## src/rtl/punc_debug_scanner.sv

```systemverilog
// Debug snapshot scanner for PUnC: walks PC, the register file and a memory
// window through the debug read ports and streams each word over valid/ready.
module punc_debug_scanner #(
  parameter int SETTLE_CYCLES = 1,
  parameter int RF_WORDS      = 8
) (
  input  logic        clk,
  input  logic        rst,
  input  logic        start,
  input  logic [15:0] mem_base,
  input  logic [15:0] mem_len,
  output logic [15:0] mem_debug_addr,
  output logic [2:0]  rf_debug_addr,
  input  logic [15:0] mem_debug_data,
  input  logic [15:0] rf_debug_data,
  input  logic [15:0] pc_debug_data,
  output logic        out_valid,
  input  logic        out_ready,
  output logic [15:0] out_data,
  output logic [1:0]  out_tag,
  output logic        out_last,
  output logic        busy,
  output logic        done
);

  localparam logic [1:0] IDLE = 2'd0;
  localparam logic [1:0] ADDR = 2'd1;
  localparam logic [1:0] EMIT = 2'd2;
  localparam logic [1:0] DONE = 2'd3;

  localparam logic [1:0] TAG_PC  = 2'b00;
  localparam logic [1:0] TAG_RF  = 2'b01;
  localparam logic [1:0] TAG_MEM = 2'b10;

  localparam logic [16:0] RF_K        = 17'(RF_WORDS);
  localparam logic [3:0]  SETTLE_LAST = 4'(SETTLE_CYCLES - 1);

  logic [1:0]  state_q, state_d;
  logic [16:0] k_q, k_d, k_nxt, last_k;
  logic [3:0]  settle_q, settle_d;
  logic [15:0] base_q, base_d, len_q, len_d;
  logic [15:0] mem_addr_q, mem_addr_d;
  logic [2:0]  rf_addr_q, rf_addr_d;
  logic [15:0] data_q, data_d;
  logic [1:0]  tag_q, tag_d;
  logic        last_q, last_d, valid_q, valid_d, busy_q, busy_d, done_q, done_d;

  always_comb begin
    state_d    = state_q;
    k_d        = k_q;
    settle_d   = settle_q;
    base_d     = base_q;
    len_d      = len_q;
    mem_addr_d = mem_addr_q;
    rf_addr_d  = rf_addr_q;
    data_d     = data_q;
    tag_d      = tag_q;
    last_d     = last_q;
    valid_d    = valid_q;
    busy_d     = busy_q;
    done_d     = 1'b0;
    k_nxt      = k_q + 17'd1;
    last_k     = RF_K + {1'b0, len_q};
    case (state_q)
      IDLE: begin
        if (start) begin
          base_d   = mem_base;
          len_d    = mem_len;
          k_d      = '0;
          settle_d = '0;
          busy_d   = 1'b1;
          state_d  = ADDR;
        end
      end
      ADDR: begin
        if (settle_q == SETTLE_LAST) begin
          valid_d = 1'b1;
          last_d  = (k_q == last_k);
          state_d = EMIT;
          if (k_q == 17'd0) begin
            tag_d  = TAG_PC;
            data_d = pc_debug_data;
          end else if (k_q <= RF_K) begin
            tag_d  = TAG_RF;
            data_d = rf_debug_data;
          end else begin
            tag_d  = TAG_MEM;
            data_d = mem_debug_data;
          end
        end else begin
          settle_d = settle_q + 4'd1;
        end
      end
      EMIT: begin
        if (out_ready) begin
          valid_d = 1'b0;
          if (last_q) begin
            last_d  = 1'b0;
            busy_d  = 1'b0;
            done_d  = 1'b1;
            state_d = DONE;
          end else begin
            k_d      = k_nxt;
            settle_d = '0;
            state_d  = ADDR;
            // Only the port feeding the next item moves; the other one holds.
            if (k_nxt <= RF_K) rf_addr_d = 3'(k_nxt - 17'd1);
            else mem_addr_d = base_q + 16'(k_nxt - RF_K - 17'd1);
          end
        end
      end
      DONE:    state_d = IDLE;
      default: state_d = IDLE;
    endcase
  end

  always_ff @(posedge clk or negedge rst) begin
    if (!rst) begin
      state_q    <= IDLE;
      k_q        <= '0;
      settle_q   <= '0;
      base_q     <= '0;
      len_q      <= '0;
      mem_addr_q <= '0;
      rf_addr_q  <= '0;
      data_q     <= '0;
      tag_q      <= '0;
      last_q     <= 1'b0;
      valid_q    <= 1'b0;
      busy_q     <= 1'b0;
      done_q     <= 1'b0;
    end else begin
      state_q    <= state_d;
      k_q        <= k_d;
      settle_q   <= settle_d;
      base_q     <= base_d;
      len_q      <= len_d;
      mem_addr_q <= mem_addr_d;
      rf_addr_q  <= rf_addr_d;
      data_q     <= data_d;
      tag_q      <= tag_d;
      last_q     <= last_d;
      valid_q    <= valid_d;
      busy_q     <= busy_d;
      done_q     <= done_d;
    end
  end

  assign mem_debug_addr = mem_addr_q;
  assign rf_debug_addr  = rf_addr_q;
  assign out_valid      = valid_q;
  assign out_data       = data_q;
  assign out_tag        = tag_q;
  assign out_last       = last_q;
  assign busy           = busy_q;
  assign done           = done_q;

endmodule

```

## config.mk

```make
export PLATFORM = sky130hd
export DESIGN_NAME = punc_debug_scanner
export DESIGN_NICKNAME = d
export VERILOG_FILES = /design/src/rtl/punc_debug_scanner.sv
export SDC_FILE = /design/constraint.sdc
export NUM_CORES = 1
export LEC_CHECK = 0
export BUFFER_PORTS_ARGS = -buffer_cell sky130_fd_sc_hd__buf_2
export CAP_MARGIN = 20
export CELL_PAD_IN_SITES_DETAIL_PLACEMENT = 1
export CELL_PAD_IN_SITES_GLOBAL_PLACEMENT = 1
export CORE_ASPECT_RATIO = 0.5
export CORE_MARGIN = 4
export CORE_UTILIZATION = 46
export DETAILED_ROUTE_END_ITERATION = 8
export PLACE_DENSITY = 0.91
export SETUP_SLACK_MARGIN = 0.4
export SLEW_MARGIN = 30
export SYNTH_ARGS = -nofsm -noshare
export SYNTH_HDL_FRONTEND = slang
export SYNTH_SLANG_ARGS = --single-unit
```

## constraint.sdc

```tcl
create_clock -name clk -period 10.4 [get_ports clk]
set_input_delay 0 -clock clk [delete_from_list [all_inputs] [get_ports clk]]
set_output_delay 0 -clock clk [all_outputs]
set_load 0.02 [all_outputs]
```

Yosys cells after proc, flatten, opt, wreduce, memory -nomap -nowiden
Index checks and enable logic that the tools add are counted.
{"block": "totals", "input_bits": 84, "register_bits": 96}
{"block": "op_classes", "order_cmp": 2, "reduce_logical": 15, "n_bitwise": 2, "n_addsub": 7, "n_mux": 30, "eq_ne": 10}
{"cell": "$mux W17", "n": 3}
{"cell": "$le A17 B4 Y1 const B", "n": 2}
{"cell": "$pmux W17 S2", "n": 1}
{"cell": "$mux W16", "n": 2}
{"cell": "$add A17 B1 Y17 const B", "n": 1}
{"cell": "$add A4 B16 Y17 const A", "n": 1}
{"cell": "$eq A17 B17 Y1", "n": 1}
{"cell": "$logic_not A17 Y1", "n": 1}
{"cell": "$add A16 B16 Y16", "n": 1}
{"cell": "$mux W4", "n": 4}
{"cell": "$reduce_and A4 Y1", "n": 4}
{"cell": "$sub A16 B1 Y16 const B", "n": 1}
{"cell": "$sub A16 B4 Y16 const B", "n": 1}
{"cell": "$mux W2", "n": 6}
{"cell": "$ne A2 B2 Y1 const B", "n": 6}
{"cell": "$pmux W4 S3", "n": 1}
{"cell": "$mux W1", "n": 9}
{"cell": "$pmux W2 S4", "n": 1}
{"cell": "$pmux W1 S2", "n": 3}
{"cell": "$reduce_and A3 Y1", "n": 2}
{"cell": "$reduce_and A5 Y1", "n": 1}
{"cell": "$add A4 B1 Y4 const B", "n": 1}
{"cell": "$eq A2 B2 Y1 const B", "n": 2}
{"cell": "$logic_not A4 Y1", "n": 1}
{"cell": "7 further kinds", "n": 10}

Longest topological paths before layout
Gate-level depths: netlist of run 1.
{"block": "depth", "ltp_word": 4, "mapped_depth": 15, "ltp_nobuf": 14}

Least setup slack after synthesis of run 1
OpenSTA, ideal clock, no wires.
{"block": "synth_timing", "path_type": "register to register", "from": "register k_q[0]", "to": "register mem_addr_q[15] (netlist: mem_debug_addr[15])", "period_less_slack_ps": 3506, "path_buffers": 1, "stages_incl_launch_ff": 16, "t_required_ps": 10275, "setup_ps": 125, "arrival_time_ps": 3382, "setup_slack_ps": 6894, "path_cell_list": "dfrtp_1 -> clkbuf_1 -> inv_1 -> ha_1 -> inv_1 -> ha_1 -> inv_1 -> ha_1 -> fa_1 -> a21o_1 -> nand4_1 -> a31oi_1 -> a221o_1 -> o41a_1 -> xnor2_1 -> mux2_2"}
{"block": "synth_between", "elab_chain_cells": 4}
{"item": "start, declared", "line_no": "39", "source": "logic [16:0] k_q, k_d, k_nxt, last_k;"}
{"item": "start signal, assigned", "line_no": "134", "source": "k_q <= k_d;"}
{"item": "$add A17 B1 Y17 *", "line_no": "62", "source": "k_nxt = k_q + 17'd1;"}
{"item": "$sub A16 B4 Y16 / $le A17 B4 Y1 (equally long branches)", "line_no": "108, 107"}
{"item": "$sub A16 B1 Y16 / $not A1 Y1 (equally long branches)"}
{"item": "$add A16 B16 Y16 / $reduce_and A4 Y1 (equally long branches)"}
{"item": "end signal, assigned", "line_no": "138", "source": "mem_addr_q <= mem_addr_d;"}
{"item": "end, declared", "line_no": "42", "source": "logic [15:0] mem_addr_q, mem_addr_d;"}
Mark *: on every way between the ends. The rest lies on a longest branch, timed or not.
A chain may end at the register's enable or synchronous reset.

Worst setup path after layout of run 1
{"block": "layout_timing", "from": "register k_q[0]", "to": "register mem_addr_q[14] (netlist: mem_debug_addr[14])"}
The elaborated chain is that of the path after synthesis.

==> flow_summary_export.csv, run 1 <==
group,metric,value,unit
placement,numPortBuffers,124,
floorplanning,start_util,0.481,
sta,skew,0.0106,ns
cts,numCtsBuffers,9,
worst_setup_path,required,10.64,ns
pwr,switching_power,1.04,mW
cts,ctsHtreeMaxLevel,3,
placement,routabilityCongestion,0.868,
floorplanning,num_io_pins,125,
pwr,p_comb_frac,0.562,
cts,clkSlewWorstSetupHoldPaths,0.08,ns
logic_synthesis,syn_area,6220,sq um
logic_synthesis,synth_seq_cells,96,
floorplanning,row_count,29,
cts,cts_tree,"yes",
status,status,"completed",
worst_setup_path,path_class,"reg -> reg",
logic_synthesis,ys.flop_type,"dfrtp_1",
worst_setup_path,cp_max_fo,14,
sta,timing.slew.headroom,0.395,
route,drt-total-wl,23.3,mm
global_route,grt_pass1_vias,6604,
pwr,pwr-share-seq,0.280,
route,vias_per_cell,6.24,
floorplanning,core_area,13000,sq um
route,ant_nets,0,
global_route,gr-total-overflow,0,
sta,finalMaxSlewViolations,0,
global_route,antenna_found_initial,0,
min_path,whs_path_depth,3,
worst_setup_path,slowest_stage,"o41ai_1",
route,wl_per_cell,24.2,microns
route,drc,0,
min_path,holdCritStartpoint,"mem_debug_data[5]",
cells_and_area,final_util,0.586,
logic_synthesis,yosysTopAreaCellShare,0.386,
worst_setup_path,path_common_cell,"ha_1",
logic_synthesis,syn-num-nets,765,
global_route,track_usage,0.296,
logic_synthesis,ys_warn_count,0,
route,dr.pass1.iters,5,
min_path,min_to,"out_data[5]",
floorplanning,die_w,173,microns
min_path,hold_class,"in -> reg",
worst_setup_path,critPathArrivalTime,4.88,ns
pwr,pwr-share-clk,0.157,
route,num_vias,6001,
pwr,power_density,298,nW/um^2
cells_and_area,syn_to_final_growth,21.9,%
sta,hold_viol,0,
pwr,peakVddDrop,0.000112,V
worst_setup_path,r2r-start,"k_q[0]",
cts,clock-sinks,96,
worst_setup_path,cp-startpoint,"k_q[0]",
worst_setup_path,cp-end-kind,"flop",
sta,fin_crit_sh,0.447,
worst_setup_path,rr_endpoint,"mem_debug_addr[14]",
cells_and_area,drive_above_1_share,0.279,
cts,cts_buffer_depth,2,
logic_synthesis,synth.largest_area_cell,"dfrtp_1",
global_route,grt_first_pass_wirelength,37.0,mm
sta,finalCriticalPeriod,4.65,ns
placement,place_hpwl,14.0,mm
sta,finalSetupTns,0,ns
sta,setup_viol,0,
pwr,p_int,1.22,mW
cells_and_area,nets,900,
cells_and_area,n_antenna_cell,0,
worst_setup_path,slowest_delay,0.76,ns
global_route,grt_max_degree,84,
route,drt_iter0_markers,642,
sta,tightestPinTransition,0.895,ns
logic_synthesis,synth_area_per_cell,9.56,sq um
worst_setup_path,reg2reg_depth,13,
pwr,swShare,0.459,
flow_run,maxCapViolCount,0,
logic_synthesis,yosysSeqAreaShare,0.386,
worst_setup_path,start_kind,"flop",
logic_synthesis,synth-edff-count,0,
floorplanning,die_height,90.3,microns
cts,clk_latency,0.36,ns
worst_setup_path,regToRegSetupSlack,5.75,ns
logic_synthesis,synth-async-reset-ratio,1.00,
logic_synthesis,synthTopCellsByArea,"dfrtp_1 39%, mux2_2 9.0%, ha_1 5.8%",
pwr,power.leakage,3.59,nW
floorplanning,fp.dieArea,15600,sq um
sta,rsz0062_at_grt,"no",
logic_synthesis,syn-instance-count,651,
logic_synthesis,ys_types,65,
cts,post_cts_resized,0,
worst_setup_path,cp_cell_sequence,"ha_1 -> nand3_1 -> xor2_1 -> ha_1 -> inv_1 -> ha_1 -> nand3_1 -> o211ai_1 -> o41ai_1 -> o211ai_1 -> o41ai_1 -> xnor2_1 -> mux2_4",
sta,fmax,215,MHz
pwr,total_power,2.26,mW
cts,cts_root_buf,"clkbuf_16",
-- cell usage in the layout, fill, tap and decap left out, types with 16 or more instances in the layout --
master	Yosys	final
xor2_1	26	26
ha_1	29	29
buf_2	8	123
o221ai_1	16	16
inv_1	37	37
nor2_1	35	35
dlygate4sd3_1	0	33
nand2_1	75	75
dfrtp_1	96	96
xnor2_1	31	31
o21ai_0	47	47
o22ai_1	18	18
mux2_2	50	50
-- registers in the layout, summed over array words and instances (netlist names) --
| signal | cells |
|---|---|
| len_q | 16 |
| settle_q | 4 |
| out_data | 16 |
| state_q | 2 |
| busy | 1 |
| rf_debug_addr | 3 |
| mem_debug_addr | 16 |
| done | 1 |
| k_q | 17 |
| base_q | 16 |
| out_last | 1 |
| out_tag | 2 |
| out_valid | 1 |
-- through the flow --
stage	hold slack (ns)	setup slack (ns)	cell area (sq um)	cells
global route	0.0585	5.57	7590	961
CTS	0.0299	5.95	7580	961
finish	0.0321	5.75	7590	961
floorplan	-0.296	6.89	6220	651
detailed placement	-0.137	6.18	6950	912
global placement	-0.146	6.42	6940	912
-- Yosys cell counts (all sizes together), types with 4 or more instances --
master,number
nor2b,5
a22o,4
dfrtp,96
o211ai,4
nand2,76
xnor2,31
a21oi,12
a21o,4
a31oi,4
inv,37
o21ai,48
nand2b,13
nand3,15
and4,4
nor2,35
nor3,14
nand4,11
xor2,26
buf,17
ha,29
o22ai,18
and3,6
clkbuf,22
mux2,59
o221ai,16
-- per-layer routing --
| layer | global-route usage | vias up | wire, microns |
|---|---|---|---|
| met5 | 0 | - | 0 |
| met4 | 0.138 | 0 | 919 |
| met3 | 0.0673 | 92 | 1680 |
| met2 | 0.514 | 342 | 11500 |
| met1 | 0.351 | 2992 | 9190 |
| li1 | - | 2575 | - |
-- power groups by stage --
stage	clock [mW]	sequential (mW)	combinational (mW)
after floorplan	0	0.647	0.808
after global routing	0.372	0.648	1.38
after CTS	0.351	0.624	1.22
final	0.356	0.634	1.27
after global placement	0	0.611	1.08
after detailed placement	0	0.624	1.17
-- critical path: cells and delay by family (launching register included) --
kind | cells | cell delay, ns
compound gates | 4 | 1.56
fa+ha+maj | 3 | 1.26
flops | 1 | 0.68
xor+xnor | 2 | 0.35
simple gates | 2 | 0.32
mux | 1 | 0.28
buf+inv | 1 | 0.06
-- logic make-up after synthesis --
kind of cell,synth area share
AOI/OAI and AO/OA,0.144
xor gates and xnor gates,0.0838
adders and majority gates,0.0615
buffers and inverters,0.0498
DFF,0.386
muxes,0.117
and+or+nand+nor,0.158
-- repair_timing --
| item | CTS | global route |
|---|---|---|
| endpoints found under the hold margin | 45 | 0 |
| buffers inserted | 0 | 0 |
| hold buffers | 33 | 0 |
-- area by class of cell --
class,instances,area [sq um]
clock buffers,10,239
inverters,37,139
well taps,170,213
repair buffers,163,1000
fillers,1476,5370
multi-input cells,479,3520
flip-flops and latches,96,2400
clock inverters,6,67.6
-- worst max path at each step --
stage,endpoint,slack (ns)
after floorplan,mem_debug_addr[15],6.89
after global placement,mem_debug_addr[15],6.42
after detailed placement,mem_debug_addr[15],6.18
after CTS,mem_debug_addr[15],5.95
after global routing,mem_debug_addr[14],5.57
final,mem_debug_addr[14],5.75
(Power assumes the default switching activity.)
==> run 2, diff against run 1 <==
ABC_AREA = 1   (was default)
CORE_UTILIZATION = 40   (was 46)
PLACE_DENSITY = 0.85   (was 0.91)
clock period = 4.5 ns   (was 10.4 ns; I/O delays follow)
==> run 2 against run 1 <==
Effect of this change:
- via count up 6.1%
- wire length is 8.6% lower
- non-clock buffer count rose by 31
- clock skew rose by 0.0066 ns
- hold slack better by 0.00054 ns
- sequential share of layout area down 1.5 points
- register-to-register slack got worse by 4.7 ns
- synthesized cell count rose by 27%
- sequential cell count unchanged
- worst setup slack got worse by 4.7 ns
==> flow_summary_export.csv, run 2 <==
group,metric,value,unit
cells_and_area,syn_to_final_growth,28.9,%
route,num_vias,6368,
route,drt-total-wl,21.3,mm
cts,cts_tree,"yes",
floorplanning,die_height,95.9,microns
worst_setup_path,cp.buffers_inverters,3,
pwr,pwr-share-clk,0.155,
sta,finalSetupTns,0,ns
route,drc,0,
worst_setup_path,slowest_delay,0.58,ns
cells_and_area,drive_above_1_share,0.190,
cells_and_area,top_register,"k_q",
logic_synthesis,synth_seq_cells,96,
floorplanning,fp.dieArea,17600,sq um
placement,routabilityCongestion,0.855,
logic_synthesis,synth-edff-count,0,
pwr,p_comb_frac,0.578,
logic_synthesis,syn_area,6180,sq um
cts,post_cts_resized,0,
cts,numCtsBuffers,9,
cells_and_area,nets,1121,
cts,ctsHtreeMaxLevel,3,
placement,numPortBuffers,124,
cells_and_area,largest_reg_flops,17,
cts,cts_setup_buffers,0,
sta,hold_viol,0,
sta,setup_viol,0,
worst_setup_path,cp_max_fo,13,
logic_synthesis,yosysTopAreaCellShare,0.389,
pwr,swShare,0.467,
logic_synthesis,synth_area_per_cell,7.49,sq um
pwr,pwr-share-seq,0.268,
worst_setup_path,required,4.79,ns
cts,clk_latency,0.36,ns
cells_and_area,fill_cells,1855,
min_path,hold_class,"in -> reg",
worst_setup_path,crit_family,"simple AND/OR/NAND/NOR gates",
pwr,power.leakage,4.11,nW
logic_synthesis,ys_warn_count,0,
worst_setup_path,cp-end-kind,"flop",
route,drt_iter0_markers,272,
route,dr.pass1.iters,4,
sta,timing.slew.headroom,0.463,
worst_setup_path,start_kind,"flop",
logic_synthesis,synth-async-reset-ratio,1.00,
logic_synthesis,synthTopCellsByArea,"dfrtp_1 39%, nand2_1 12%, nand3_1 7.0%",
cells_and_area,layout_common_cells,"201 x nand2_1, 123 x buf_2, 96 x dfrtp_1",
placement,place_ws,1.38,ns
logic_synthesis,syn-num-nets,939,
pwr,peakVddDrop,0.000280,V
floorplanning,row_count,31,
worst_setup_path,path_common_cell,"nand2_1",
logic_synthesis,yosysSeqAreaShare,0.389,
cells_and_area,finalNonFillerCells,1212,
pwr,switching_power,2.47,mW
global_route,grt_pass1_vias,6896,
logic_synthesis,syn-instance-count,825,
sta,fin_ws,1.08,ns
route,wl_per_cell,17.6,microns
pwr,total_power,5.28,mW
global_route,antenna_found_initial,1,
worst_setup_path,slowest_stage,"dlygate4sd3_1",
cts,cts_buffer_depth,2,
route,vias_per_cell,5.25,
placement,dp_cells,1128,
worst_setup_path,cp_cell_sequence,"inv_1 -> nand3_1 -> nor4_1 -> nand2_1 -> inv_1 -> nand2_1 -> nor2_1 -> nand2_1 -> nand4_1 -> dlygate4sd3_1",
floorplanning,die_w,184,microns
global_route,grt_first_pass_wirelength,35.2,mm
sta,fin_crit_sh,0.760,
logic_synthesis,ys_top_cells_by_count,"202 x nand2_1, 96 x dfrtp_1, 86 x inv_1, 86 x nand3_1, 83 x nor2_1",
worst_setup_path,path_class,"reg -> reg",
sta,tightestPinTransition,0.805,ns
pwr,p_int,2.81,mW
logic_synthesis,ys.flop_type,"dfrtp_1",
cells_and_area,postLayoutCellArea,7960,sq um
cells_and_area,final_common_cell,"nand2_1",
sta,skew,0.0172,ns
cts,cts_root_buf,"clkbuf_16",
global_route,gr-total-overflow,0,
route,ant_nets,0,
pwr,power_density,663,nW/um^2
worst_setup_path,critPathArrivalTime,3.72,ns
logic_synthesis,synth.most_common_cell,"nand2_1",
placement,place_area,6980,sq um
logic_synthesis,ys_types,35,
sta,finalMaxSlewViolations,0,
cts,clock-sinks,96,
floorplanning,start_util,0.418,
floorplanning,num_io_pins,125,
placement,place_hpwl,14.6,mm
sta,finalCriticalPeriod,3.42,ns
global_route,track_usage,0.249,
global_route,grt_max_degree,61,
cts,clkSlewWorstSetupHoldPaths,0.08,ns
logic_synthesis,synth.largest_area_cell,"dfrtp_1",
status,status,"completed",
floorplanning,core_area,14800,sq um
flow_run,maxCapViolCount,0,
sta,rsz0062_at_grt,"no",
sta,fmax,292,MHz
run 2: cell types whose count changed after synthesis, sizes merged, moves of 13 or more:
cell and change:
o221ai -16, a21oi +39, nor2 +58, inv +52, xnor2 -18, o21ai -24, mux2 -48, nand2 +147
nand2b -13, nand3 +72
run 2: layer usage:
metal | up-vias | global-route usage | share of wire
met5 | - | 0 | 0
li1 | 3073 | - | -
met1 | 3103 | 0.320 | 0.46
met3 | 27 | 0.0612 | 0.055
met4 | 0 | 0.0633 | 0.016
met2 | 165 | 0.428 | 0.47
run 2: area by class of cell:
| type | count | area (sq um) | share of cell area |
|---|---|---|---|
| diodes | 2 | 5.00 | 0.000629 |
| clock inverters | 5 | 63.8 | 0.00802 |
| repair buffers | 194 | 1310 | 0.165 |
| inverters | 89 | 334 | 0.0420 |
| multi-input cells | 617 | 3350 | 0.421 |
| well taps | 198 | 248 | 0.0311 |
| flip-flops and latches | 96 | 2400 | 0.302 |
| clock buffers | 11 | 243 | 0.0305 |
run 2: kinds of logic after synthesis:
group,Yosys count,synth area share
simple gates,436,0.317
buf+inv,112,0.0721
compound gates,111,0.0986
flops,96,0.389
fa+ha+maj,30,0.0620
xor+xnor,29,0.0411
mux,11,0.0201
run 2: what timing repair did:
action	CTS	global route
hold buffers	66	0
endpoints found under the hold margin	110	0
endpoints found under the setup margin	0	0
run 2: metrics by stage:
step | utilization | hold WS, ns
after floorplan | - | -0.296
after global placement | 0.472 | 0.129
after detailed placement | 0.473 | 0.135
after CTS | 0.538 | 0.0137
after global routing | 0.538 | 0.0672
final | 0.539 | 0.0327
run 2: worst min-delay path, cell delays in order:
cell     delay (ns)
buf_2          0.12
inv_1          0.05
nand2_1        0.07
nand2_1        0.07
a31oi_1        0.04
run 2: worst paths after layout:
check                           slack (ns)  cells past startpoint               from                  to
worst min register to register        0.47                      2  mem_debug_addr[2]   mem_debug_addr[2]
max in group asynchronous             3.21                      3                rst  mem_debug_addr[14]
worst min-delay path                  0.03                      5              start          state_q[1]
min in group asynchronous             0.27                      2                rst          out_tag[0]
worst max-delay path                  1.08                     10             k_q[4]         out_data[6]
worst max register to register        1.08                     10             k_q[4]         out_data[6]
run 2: power by group through the flow:
stage                     Clock (mW)  Combinational [mW]  Sequential, mW
after floorplan                    0                1.82            1.54
after global placement             0                2.71            1.40
after detailed placement           0                2.78            1.41
after CTS                      0.836                2.99            1.40
after global routing           0.866                3.41            1.45
final                          0.817                3.05            1.41
==> run 3, diff against run 2 <==
clock period = 3.2 ns   (was 4.5 ns; I/O delays follow)
==> run 3 against run 2 <==
Effect of this change:
- maximum frequency rose by 18%
- clock-buffer cell count did not move
- first-iteration DRC count rose by 130%
- critical endpoint is now mem_debug_addr[11]
==> flow_summary_export.csv, run 3 (synthesis gave the netlist of run 2 again) <==
group,metric,value,unit
cells_and_area,drive_above_1_share,0.299,
global_route,grt_max_degree,55,
flow_run,maxCapViolCount,0,
pwr,pwr-share-clk,0.134,
placement,place_hpwl,15.5,mm
worst_setup_path,critPathArrivalTime,3.18,ns
pwr,p_comb_frac,0.625,
global_route,grt_pass1_vias,7428,
placement,place_ws,0.0908,ns
pwr,swShare,0.488,
cts,numCtsBuffers,9,
global_route,grt_first_pass_wirelength,38.2,mm
sta,fmax,346,MHz
route,vias_per_cell,5.60,
pwr,power_density,954,nW/um^2
sta,fin_ws,0.307,ns
route,wl_per_cell,21.3,microns
sta,finalMaxSlewViolations,0,
sta,finalSetupTns,0,ns
route,ant_nets,0,
global_route,gr-total-overflow,0,
placement,numPortBuffers,124,
cts,clk_latency,0.36,ns
sta,rsz0062_at_grt,"no",
cts,ctsHtreeMaxLevel,3,
route,num_vias,7048,
sta,fin_crit_sh,0.904,
route,drt_iter0_markers,613,
sta,finalCriticalPeriod,2.89,ns
pwr,peakVddDrop,0.000377,V
worst_setup_path,path_class,"reg -> reg",
worst_setup_path,required,3.49,ns
placement,routabilityCongestion,0.895,
floorplanning,num_io_pins,125,
floorplanning,core_area,14800,sq um
sta,hold_viol,0,
worst_setup_path,start_kind,"flop",
floorplanning,die_w,184,microns
pwr,pwr-share-seq,0.241,
cells_and_area,top_register,"k_q",
sta,timing.slew.headroom,0.494,
floorplanning,fp.dieArea,17600,sq um
floorplanning,row_count,31,
global_route,antenna_found_initial,0,
cts,clock-sinks,96,
cells_and_area,largest_reg_flops,17,
cells_and_area,n_antenna_cell,0,
status,status,"completed",
route,drc,0,
pwr,total_power,8.32,mW
cts,clkSlewWorstSetupHoldPaths,0.08,ns
sta,skew,0.0114,ns
floorplanning,start_util,0.418,
cells_and_area,syn_to_final_growth,41.2,%
placement,dp_cells,1140,
cts,cts_tree,"yes",
worst_setup_path,cp_max_fo,7,
min_path,hold_class,"in -> reg",
pwr,p_int,4.26,mW
worst_setup_path,cp-end-kind,"flop",
global_route,track_usage,0.272,
cts,cts_buffer_depth,2,
pwr,power.leakage,4.35,nW
cells_and_area,nets,1169,
cells_and_area,finalNonFillerCells,1258,
sta,setup_viol,0,
cells_and_area,layout_common_cells,"183 x nand2_1, 124 x buf_2, 85 x dfrtp_1",
route,drt-total-wl,26.8,mm
sta,tightestPinTransition,0.759,ns
cells_and_area,final_common_cell,"nand2_1",
floorplanning,die_height,95.9,microns
route,dr.pass1.iters,6,
sta,whs,0.0671,ns
cts,cts_root_buf,"clkbuf_16",
pwr,switching_power,4.06,mW
run 3: cell types whose count changed in the layout (fill, tap and decap cells not counted), moves of 5 or more:
cell / previous run / this run
a21oi_1: 51 / 42
a21oi_2: 0 / 6
buf_4: 5 / 43
dfrtp_1: 96 / 85
dfrtp_2: 0 / 11
dlygate4sd3_1: 66 / 71
ha_1: 29 / 14
ha_4: 0 / 11
inv_1: 86 / 80
nand2_1: 201 / 183
nand2_2: 17 / 33
nor2_1: 83 / 74
nor2_4: 3 / 8
o21ai_0: 19 / 14
run 3: stage by stage:
step                      instance area, sq um   util
after floorplan                           6180      -
after global placement                    7060  0.478
after detailed placement                  7060  0.478
after CTS                                 8230  0.557
after global routing                      8720  0.590
final                                     8720  0.590
run 3: area by class of cell:
| class | count | area [sq um] |
|---|---|---|
| Timing Repair inverter | 1 | 5.00 |
| Inverter | 89 | 340 |
| Fill cell | 1794 | 6060 |
| Timing Repair Buffer | 241 | 1690 |
| Clock buffer | 11 | 243 |
| Multi-Input combinational cell | 617 | 3740 |
| Tap cell | 198 | 248 |
| Sequential cell | 96 | 2420 |
| Clock inverter | 5 | 42.5 |
run 3: path summary, 6_finish.rpt:
check                                  start                 end  slack, ns  depth (start not counted)
hold reg to reg            mem_debug_addr[4]   mem_debug_addr[4]       0.48                          2
min in group asynchronous                rst         settle_q[1]       0.25                          2
setup reg to reg                      k_q[1]  mem_debug_addr[11]       0.31                         16
max in group asynchronous                rst              k_q[4]       2.04                          3
setup / recovery                      k_q[1]  mem_debug_addr[11]       0.31                         16
hold / removal                         start          state_q[1]       0.07                          5
run 3: worst max-delay path, stage by stage, from the launching register on:
cell and delay [ns]:
dfrtp_2 0.45, ha_4 0.20, nand2_8 0.09, nor2_4 0.13
nand4_1 0.11, nand2_2 0.12, inv_2 0.06, ha_1 0.28
inv_2 0.05, ha_4 0.25, a21o_1 0.18, o21bai_2 0.21
a21oi_1 0.15, nand2_1 0.10, xor2_1 0.21, nand3_1 0.13
nand2_1 0.09
run 3: power groups by stage:
stage	combinational (mW)	sequential, mW	clock (mW)
CTS	4.35	1.97	1.11
global route	5.65	2.05	1.18
finish	5.20	2.00	1.12
floorplan	2.55	2.17	0
global placement	3.88	1.97	0
detailed placement	3.98	1.99	0
run 3: timing repair:
item / in CTS / in global routing
pin swaps: 2 / 23
endpoints found under the hold margin: 101 / 0
setup endpoints to repair: 10 / 21
resized for setup: 19 / 94
hold buffers: 71 / 0
cloned: 0 / 2
setup buffers: 16 / 13
run 3: per-layer routing:
layer	up-vias	track usage	routed length, microns
met5	-	0	0
met4	0	0.0800	720
met3	68	0.0683	1860
met2	319	0.477	13000
met1	3477	0.335	11200
li1	3184	-	-
